### src/rtl/cpu_pkg.sv
// Shared fetch-path constants and the buffered {pc, instr} entry type.
package cpu_pkg;

   localparam int unsigned CPU_ADDR_W  = 32;
   localparam int unsigned CPU_INSTR_W = 32;

   // addi r0, r0, 0 : bubble word handed to decode
   localparam logic [CPU_INSTR_W-1:0] CPU_NOP_INSTR = 32'h2100_0000;

   typedef struct packed {
      logic [CPU_ADDR_W-1:0]  pc;
      logic [CPU_INSTR_W-1:0] instr;
   } fetch_entry_t;

endpackage

### src/rtl/fetch_fifo.sv
// Synchronous prefetch FIFO with clear; clear wins over push and pop.
module fetch_fifo #(
   parameter int unsigned WIDTH = 64,
   parameter int unsigned DEPTH = 4
) (
   input  logic                    clock,
   input  logic                    reset,
   input  logic                    clear,
   input  logic                    push,
   input  logic                    pop,
   input  logic [WIDTH-1:0]        wdata,
   output logic [WIDTH-1:0]        rdata,
   output logic [$clog2(DEPTH):0]  count,
   output logic                    full,
   output logic                    empty
);

   localparam int unsigned PTR_W = $clog2(DEPTH);
   localparam int unsigned CNT_W = PTR_W + 1;

   logic [WIDTH-1:0] mem [DEPTH];
   logic [PTR_W-1:0] wr_ptr;
   logic [PTR_W-1:0] rd_ptr;
   logic             do_push;
   logic             do_pop;

   assign do_push = push && !clear && !full;
   assign do_pop  = pop && !clear && !empty;
   assign full    = (count == CNT_W'(DEPTH));
   assign empty   = (count == '0);
   assign rdata   = mem[rd_ptr];

   // Pointer and occupancy tracking; pointers wrap naturally (DEPTH is a power of two)
   always_ff @(posedge clock or posedge reset) begin
      if (reset) begin
         wr_ptr <= '0;
         rd_ptr <= '0;
         count  <= '0;
      end else if (clear) begin
         wr_ptr <= '0;
         rd_ptr <= '0;
         count  <= '0;
      end else begin
         if (do_push) wr_ptr <= wr_ptr + PTR_W'(1);
         if (do_pop)  rd_ptr <= rd_ptr + PTR_W'(1);
         if (do_push && !do_pop)      count <= count + CNT_W'(1);
         else if (!do_push && do_pop) count <= count - CNT_W'(1);
      end
   end

   // Storage array; contents are don't-care until written
   always_ff @(posedge clock) begin
      if (do_push) mem[wr_ptr] <= wdata;
   end

endmodule

### src/rtl/fetch_queue.sv
// Prefetching fetch stage: credit-limited in-order requests, prefetch FIFO, decode register.
module fetch_queue
   import cpu_pkg::*;
#(
   parameter int unsigned        DEPTH     = 4,
   parameter int unsigned        MAX_OUT   = 2,
   parameter int unsigned        ADDR_W    = CPU_ADDR_W,
   parameter int unsigned        INSTR_W   = CPU_INSTR_W,
   parameter logic [ADDR_W-1:0]  RESET_PC  = '0,
   parameter logic [INSTR_W-1:0] NOP_INSTR = INSTR_W'(CPU_NOP_INSTR)
) (
   input  logic               clock,
   input  logic               reset,
   output logic               req_valid,
   input  logic               req_ready,
   output logic [ADDR_W-1:0]  req_addr,
   input  logic               resp_valid,
   input  logic [INSTR_W-1:0] resp_instr,
   input  logic               data_stall,
   input  logic               branch_taken,
   input  logic [ADDR_W-1:0]  new_pc,
   output logic [INSTR_W-1:0] instruction,
   output logic [ADDR_W-1:0]  prog_counter,
   output logic               instr_valid,
   output logic               fetch_stall
);

   localparam int unsigned CNT_W = $clog2(DEPTH) + 1;
   localparam int unsigned OUT_W = $clog2(MAX_OUT + 1);
   localparam int unsigned SUM_W = CNT_W + 1;
   localparam int unsigned ENT_W = ADDR_W + INSTR_W;

   logic [ADDR_W-1:0]  pc;
   logic [ADDR_W-1:0]  resp_pc;
   logic [OUT_W-1:0]   outstanding;
   logic [OUT_W-1:0]   outstanding_next;
   logic [OUT_W-1:0]   discard;
   logic               accept;
   logic               keep_word;
   logic               do_pop;
   logic               fifo_push;
   logic               fifo_pop;
   logic [ENT_W-1:0]   fifo_rdata;
   logic [ENT_W-1:0]   pop_word;
   logic [CNT_W-1:0]   fifo_count;
   logic               fifo_full;
   logic               fifo_empty;

   // Credit rule: buffered + in-flight words never exceed the FIFO depth
   assign req_valid = !reset && !branch_taken
                      && (outstanding < OUT_W'(MAX_OUT))
                      && ((SUM_W'(fifo_count) + SUM_W'(outstanding)) < SUM_W'(DEPTH));
   assign req_addr  = pc;
   assign accept    = req_valid && req_ready;

   // A response is kept only when nothing is pending discard and no redirect is underway
   assign keep_word = resp_valid && (discard == '0) && !branch_taken;
   assign do_pop    = !branch_taken && !data_stall && (!fifo_empty || keep_word);
   // Word arriving into an empty FIFO while decode takes one goes straight to the output
   assign fifo_push = keep_word && !fifo_full && !(fifo_empty && do_pop);
   assign fifo_pop  = do_pop && !fifo_empty;
   assign pop_word  = fifo_empty ? {resp_pc, resp_instr} : fifo_rdata;

   assign fetch_stall = !data_stall && fifo_empty;

   // In-flight request count after this cycle's accept/response
   always_comb begin
      outstanding_next = outstanding;
      if (accept && !resp_valid)      outstanding_next = outstanding + OUT_W'(1);
      else if (!accept && resp_valid) outstanding_next = outstanding - OUT_W'(1);
   end

   fetch_fifo #(
      .WIDTH (ENT_W),
      .DEPTH (DEPTH)
   ) u_fifo (
      .clock (clock),
      .reset (reset),
      .clear (branch_taken),
      .push  (fifo_push),
      .pop   (fifo_pop),
      .wdata ({resp_pc, resp_instr}),
      .rdata (fifo_rdata),
      .count (fifo_count),
      .full  (fifo_full),
      .empty (fifo_empty)
   );

   // Request PC, response PC, credit and discard bookkeeping; redirect reloads all of it
   always_ff @(posedge clock or posedge reset) begin
      if (reset) begin
         pc          <= RESET_PC;
         resp_pc     <= RESET_PC;
         outstanding <= '0;
         discard     <= '0;
      end else begin
         outstanding <= outstanding_next;
         if (branch_taken) begin
            pc      <= new_pc;
            resp_pc <= new_pc;
            discard <= outstanding_next;
         end else begin
            if (accept) pc <= pc + ADDR_W'(1);
            if (resp_valid) begin
               if (discard != '0) discard <= discard - OUT_W'(1);
               else               resp_pc <= resp_pc + ADDR_W'(1);
            end
         end
      end
   end

   // Decode-facing register; redirect flush beats stall, stall holds everything
   always_ff @(posedge clock or posedge reset) begin
      if (reset) begin
         instruction  <= NOP_INSTR;
         prog_counter <= '0;
         instr_valid  <= 1'b0;
      end else if (branch_taken) begin
         instruction <= NOP_INSTR;
         instr_valid <= 1'b0;
      end else if (!data_stall) begin
         if (do_pop) begin
            instruction  <= pop_word[INSTR_W-1:0];
            prog_counter <= pop_word[ENT_W-1:INSTR_W];
            instr_valid  <= 1'b1;
         end else begin
            instruction <= NOP_INSTR;
            instr_valid <= 1'b0;
         end
      end
   end

endmodule
### config.mk
export PLATFORM = sky130hd
export DESIGN_NAME = fetch_queue
export DESIGN_NICKNAME = d
export VERILOG_FILES = /design/src/rtl/cpu_pkg.sv /design/src/rtl/fetch_fifo.sv /design/src/rtl/fetch_queue.sv
export SDC_FILE = /design/constraint.sdc
export NUM_CORES = 1
export LEC_CHECK = 0
export CELL_PAD_IN_SITES_DETAIL_PLACEMENT = 0
export CELL_PAD_IN_SITES_GLOBAL_PLACEMENT = 1
export CORE_MARGIN = 2
export CORE_UTILIZATION = 48
export DETAILED_ROUTE_END_ITERATION = 10
export HOLD_SLACK_MARGIN = 0.05
export PLACE_DENSITY = 0.84
export SLEW_MARGIN = 20
export SYNTH_ARGS = -nofsm -noshare
export SYNTH_HDL_FRONTEND = slang
export SYNTH_SLANG_ARGS = --single-unit
### constraint.sdc
create_clock -name clock -period 5.6 [get_ports clock]
set_input_delay 0.56 -clock clock [delete_from_list [all_inputs] [get_ports clock]]
set_output_delay 0.56 -clock clock [all_outputs]
set_load 0.01 [all_outputs]
# After elaboration in Yosys (flattened, before gate mapping)
# Memories as Yosys holds them, arrays and structs flattened.
# Cells that the tools add are included.
[totals]
register_bits = 140
ram_bits = 256
input_bits = 70
output_inout_bits = 99
word_cells = 98
mem_count = 1
[classes]
addsub = 10
order_cmp = 2
eq_ne = 3
n_mux = 26
n_bitwise = 2
n_reduce_logical = 44
[mem_list]
columns = ["memory", "depth", "width", "read_ports", "rd_ports_with_merged_regs", "write_ports", "line_no", "rtl"]
rows = [
  ["u_fifo.mem", 4, 64, 1, 0, 1, "fetch_fifo.sv:21", "logic [WIDTH-1:0] mem [DEPTH];"],
]
[op_table]
columns = ["op", "n"]
rows = [
  ["2-to-1 mux 32 bit", 8],
  ["adder 32 x 1 -> 32 bit, second input constant", 2],
  ["2-to-1 mux 64 bit", 1],
  ["logical AND 1 bit", 21],
  ["2-to-1 mux 2 bit", 9],
  ["nonzero test 2 bit", 6],
  ["zero test 1 bit", 10],
  ["2-to-1 mux 3 bit", 3],
  ["adder 2 x 1 -> 2 bit, second input constant", 3],
  ["2-to-1 mux 1 bit", 5],
  ["adder 3 x 2 -> 4 bit", 1],
  ["< comparator 4 x 3 -> 1 bit, second input constant", 1],
  ["AND reduction 2 bit", 2],
  ["subtractor 2 x 1 -> 2 bit, second input constant", 2],
  ["adder 3 x 1 -> 3 bit, second input constant", 1],
  ["equality test 3 bit, second input constant", 1],
  ["zero test 3 bit", 1],
  ["AND reduction 3 bit", 1],
  ["nonzero test 3 bit", 1],
  ["subtractor 3 x 1 -> 3 bit, second input constant", 1],
  ["zero test 2 bit", 1],
  ["< comparator 2 bit, second input constant", 1],
  ["!= test 2 x 1 -> 1 bit, second input constant", 1],
  ["!= test 2 bit, second input constant", 1],
  ["other kinds (2)", 3],
]

# Longest topological paths before layout
[depth]
depth_word = 15
ltp_mapped = 10
depth_no_buf = 9

# Hierarchy
# From an unflattened synthesis, not the netlist that was laid out.
[hier_totals]
cells_unflattened = 1173
area_unflattened_um2 = 17001.3
[modules_own_cells]
columns = ["module", "n_inst", "cells_each", "area_per_inst_um2", "seq_area_each_um2"]
rows = [
  ["fetch_fifo", 1, 384, 9710.6, 7862.5],
  ["fetch_queue", 1, 789, 7290.7, 3330.7],
]

# Worst setup path after synthesis
# OpenSTA, ideal clock, no wires.
[synth_path]
path_type = "input-to-reg"
start = "input port data_stall"
end = "memory u_fifo.mem[0][0], enable pin"
setup_time_ns = 0.429
arrival_ns = 2.914
required_time_ns = 5.171
setup_slack_ns = 2.257
path_stages = 4
path_buffers = 1
path_cell_list = "clkbuf_1 nand2b_1 a211oi_2 and2_1"
[synth_via]
elab_chain_cells = 10
[synth_rtl]
columns = ["element", "line_no", "rtl"]
rows = [
  ["from (decl)", "fetch_queue.sv:19", "input logic data_stall,"],
  ["zero test 1 bit", "-", ""],
  ["logical AND 1 bit (2 in a row)", "fetch_queue.sv:58", "assign do_pop = !branch_taken && !data_stall && (!fifo_empty || keep_word);"],
  ["logical AND 1 bit", "fetch_queue.sv:60", "assign fifo_push = keep_word && !fifo_full && !(fifo_empty && do_pop);"],
  ["zero test 1 bit", "fetch_queue.sv:60", ""],
  ["logical AND 1 bit", "fetch_queue.sv:60", ""],
  ["logical AND 1 bit (2 in a row)", "fetch_fifo.sv:27", "assign do_push = push && !clear && !full;"],
  ["2-to-1 mux 1 bit", "fetch_fifo.sv:53", "if (do_push) mem[wr_ptr] <= wdata;"],
  ["2-to-1 mux 1 bit (not written as such)", "fetch_fifo.sv:53", ""],
  ["to (decl)", "fetch_fifo.sv:21", ""],
]
# No other way between the ends.

# Worst setup path after layout
[layout_path]
start = "register u_fifo.count[0]"
end = "register instruction[17]"
[layout_via]
elab_chain_cells = 7
elab_cells_between_ends = 8
classes_between = "mux (4); reduce/logical (4)"
[layout_rtl]
columns = ["element", "line_no", "rtl"]
rows = [
  ["from (decl)", "fetch_fifo.sv:13", "output logic [$clog2(DEPTH):0] count,"],
  ["from (signal assigned)", "fetch_fifo.sv:46", "if (do_push && !do_pop) count <= count + CNT_W'(1);"],
  ["from (signal assigned)", "fetch_fifo.sv:47", "else if (!do_push && do_pop) count <= count - CNT_W'(1);"],
  ["zero test 3 bit (*)", "fetch_fifo.sv:30", "assign empty = (count == '0);"],
  ["zero test 1 bit", "fetch_queue.sv:58", ""],
  ["logical OR 1 bit", "fetch_queue.sv:58", ""],
  ["logical AND 1 bit", "fetch_queue.sv:58", ""],
  ["2-to-1 mux 32 bit (*)", "fetch_queue.sv:122", "if (do_pop) begin"],
  ["2-to-1 mux 32 bit (*)", "fetch_queue.sv:121", "end else if (!data_stall) begin"],
  ["2-to-1 mux 32 bit (*)", "fetch_queue.sv:118", "end else if (branch_taken) begin"],
  ["to (signal assigned)", "fetch_queue.sv:123", "instruction <= pop_word[INSTR_W-1:0];"],
  ["to (decl)", "fetch_queue.sv:22", "output logic [INSTR_W-1:0] instruction,"],
]
# Mark *: on every way between the ends. The rest lies on a longest branch, timed or not. The select of a mux whose other input is x is not followed.
# A chain may end at the register's enable or synchronous reset.

==> results.json <==
{
  "rsz0062_at_grt": "false",
  "crit_buf_inv": 2,
  "hp-start": "instruction[6]",
  "coreArea_um2": 33700,
  "post-cts-setup-buffers": 0,
  "netSwitchingFraction": 0.2870,
  "outcome": "finished clean",
  "cpPeakStageDelay_ns": 0.76,
  "drc": 0,
  "grt_max_degree": 104,
  "final_area_um2": 19840,
  "synthCells": 1107,
  "clk_pin_slew_ns": 0.06,
  "critPathKind": "reg -> reg",
  "pre_cts_ws_ns": 2.154,
  "critPathLaunchType": "register",
  "cts_tree": "built",
  "synth_edf_count": 256,
  "place_inst": 1684,
  "synth_top_area_cell": "edfxtp_1",
  "htreeDepth": 2,
  "routedWlPerCell_um": 21.17,
  "cts_hold_buf": 0,
  "antenna_found_initial": 0,
  "start_util": 0.4896,
  "r2r-start": "u_fifo.count[0]",
  "r2r_cells": 7,
  "pwr-share-comb": 0.240,
  "cp_max_fo": 38,
  "r2r_slack_ns": 2.62,
  "finalSetupViolCount": 0,
  "power_frac_clock": 0.299,
  "grt_pass1_vias": 10090,
  "setup_tns_ns": 0,
  "power_mw": 8.218,
  "hold_depth": 2,
  "stdcell_count": 1753,
  "path_depth": 7,
  "fp.dieH_um": 189.4,
  "routed_via_density": 5.786,
  "period_share": 0.5314,
  "n_antenna_cell": 0,
  "synth_seq_cells": 396,
  "crit_required_ns": 6.05,
  "synthToLayoutAreaGrowth_pct": 20.24,
  "clock_path_buffers": 3,
  "cp.arrival_ns": 3.43,
  "placed_cell_area_um2": 18650,
  "nNetsFinal": 1357,
  "cap_violations": 0,
  "ys_seq_area_frac": 0.6784,
  "tightest_slew_ns": 0.9502,
  "p_leak_nw": 6.988,
  "fin_crit_ns": 2.976,
  "intPower_mw": 5.860,
  "layout_setup_ws_ns": 2.624,
  "vias": 10140,
  "setup.worst_path.start": "u_fifo.count[0]",
  "end_kind": "register",
  "final_core_util": 0.5887,
  "final-hold-violation-count": 0,
  "dpl.hpwl_mm": 23.31,
  "power_density_nw_per_um2": 414.3,
  "cts_resized": 0,
  "cts_root_buffer": "clkbuf_16",
  "worstHoldEndpoint": "instruction[6]",
  "drtIter0Drc": 837,
  "worstPathCellList": "nor3_2 -> buf_4 -> nand3_2 -> nor2_2 -> buf_4 -> a22oi_1 -> nand2_1",
  "port_buffers": 168,
  "clock_sinks": 396,
  "die-area_um2": 35870,
  "numCtsBuffers": 40,
  "net-switching-power_mw": 2.359,
  "fmax_mhz": 336.0,
  "ioPinCount": 169,
  "syn_area_per_cell_um2": 14.90,
  "yosys-top-cells-area": "edfxtp_1 47%, dfrtp_1 21%, mux4_2 8.7%",
  "ant_nets": 0,
  "whs_ns": 0.4653,
  "synth-async-reset-ratio": 0.3535,
  "yosysMostFrequentCell": "edfxtp_1",
  "clock_latency_ns": 0.53,
  "ys.flop_type": "edfxtp_1",
  "drv_slew": 0,
  "synthTopCellsByCount": "256 x edfxtp_1, 138 x dfrtp_1, 118 x nand2_1",
  "cpLargestDelayFamily": "simple AND/OR/NAND/NOR gates",
  "fp.dieW_um": 189.4,
  "place_congestion": 0.8218,
  "cpMaxStageDelayCell": "nand3_2",
  "relSlewSlack": 0.3665,
  "grt_use_total": 0.2091,
  "cpMostUsedCell": "buf_4",
  "rows": 67,
  "synth_cell_types": 65,
  "routed_wl_mm": 37.11,
  "grt_pass1_wl_mm": 58.24,
  "synth_top_area_share": 0.4659,
  "yosysWarnings": 0,
  "irDropWorstVdd_mv": 0.1991,
  "syn_area_um2": 16500,
  "r2r_end": "instruction[17]",
  "hold_class": "reg -> reg",
  "synth_nets": 1186,
  "grt-ovfl-total": 0,
  "p_seq_frac": 0.461,
  "drive_gt1_frac": 0.1464,
  "fin_worst_skew_ns": 0.02380,
  "drt_pass1_iterations": 5
}
==> registers in the layout (all words and copies together) (netlist names) <==
register       flops
u_fifo.count       3
instr_valid        1
u_fifo.wr_ptr      2
req_addr          32
prog_counter      32
u_fifo.mem       256
outstanding        2
discard            2
u_fifo.rd_ptr      2
instruction       32
resp_pc           32
==> cells in the final DEF, fill, tap and decap left out, types with 8 or more instances in the layout <==
cell,n
xnor2_1,31
o21ai_0,24
inv_1,22
nand2_1,118
dfrtp_1,136
nor2_1,58
o211ai_1,12
mux2_2,15
and3_1,8
mux4_2,64
a22oi_1,31
nand4_1,14
nor3_1,17
xor2_1,16
clkbuf_1,15
ha_1,8
o22ai_1,34
nand3_1,34
clkdlybuf4s50_1,167
buf_4,19
clkbuf_16,41
a21oi_1,44
edfxtp_1,256
==> routing by layer <==
metal / routed length [µm] / GRT usage / vias to the layer above
li1: - / - / 4580
met1: 16590 / 0.3131 / 5069
met2: 16980 / 0.3190 / 431
met3: 2643 / 0.03429 / 63
met4: 890 / 0.05963 / 0
met5: 0 / 0 / -
==> how the worst max path moves through the flow <==
stage | end | slack (ns)
floorplan | discard[0] | 1.29
global placement | u_fifo.mem[0][26] | 2.17
detailed placement | u_fifo.mem[1][28] | 2.15
CTS | instruction[19] | 2.67
global route | instruction[13] | 2.43
finish | instruction[17] | 2.62
==> logic make-up (layout without fill, tap and decap cells) <==
| family | Yosys count | count (layout) | share of synthesized area |
|---|---|---|---|
| multiplexers | 82 | 82 | 0.09942 |
| AO/OA/AOI/OAI | 185 | 185 | 0.07144 |
| flip-flops | 396 | 396 | 0.6784 |
| AND/OR/NAND/NOR | 306 | 306 | 0.09677 |
| XOR/XNOR | 47 | 47 | 0.02495 |
| adder cells (fa/ha/maj) | 9 | 9 | 0.007281 |
| buffers and inverters | 82 | 280 | 0.02169 |
==> cell type report <==
cell class	instances	area [µm²]
clock buffer	58	1110
clock inverter	11	78.83
fill	2596	13860
inverter	24	95.09
multi-input combinational	629	4976
sequential	396	11200
tap	448	560.5
timing repair buffer	187	1819
==> power groups by stage <==
stage | clock network (mW) | registers (mW) | logic, mW
global route | 2.60 | 3.85 | 2.13
global placement | 0 | 3.84 | 1.96
detailed placement | 0 | 3.85 | 1.98
finish | 2.46 | 3.79 | 1.97
CTS | 2.50 | 3.80 | 1.99
floorplan | 0 | 3.78 | 1.15
==> worst reg2reg max path: stages, from the launching register on <==
cell     delay, ns
dfrtp_1       0.47
nor3_2        0.19
buf_4         0.45
nand3_2       0.77
nor2_2        0.38
buf_4         0.38
a22oi_1       0.19
nand2_1       0.09
(Power assumes the default switching activity.)
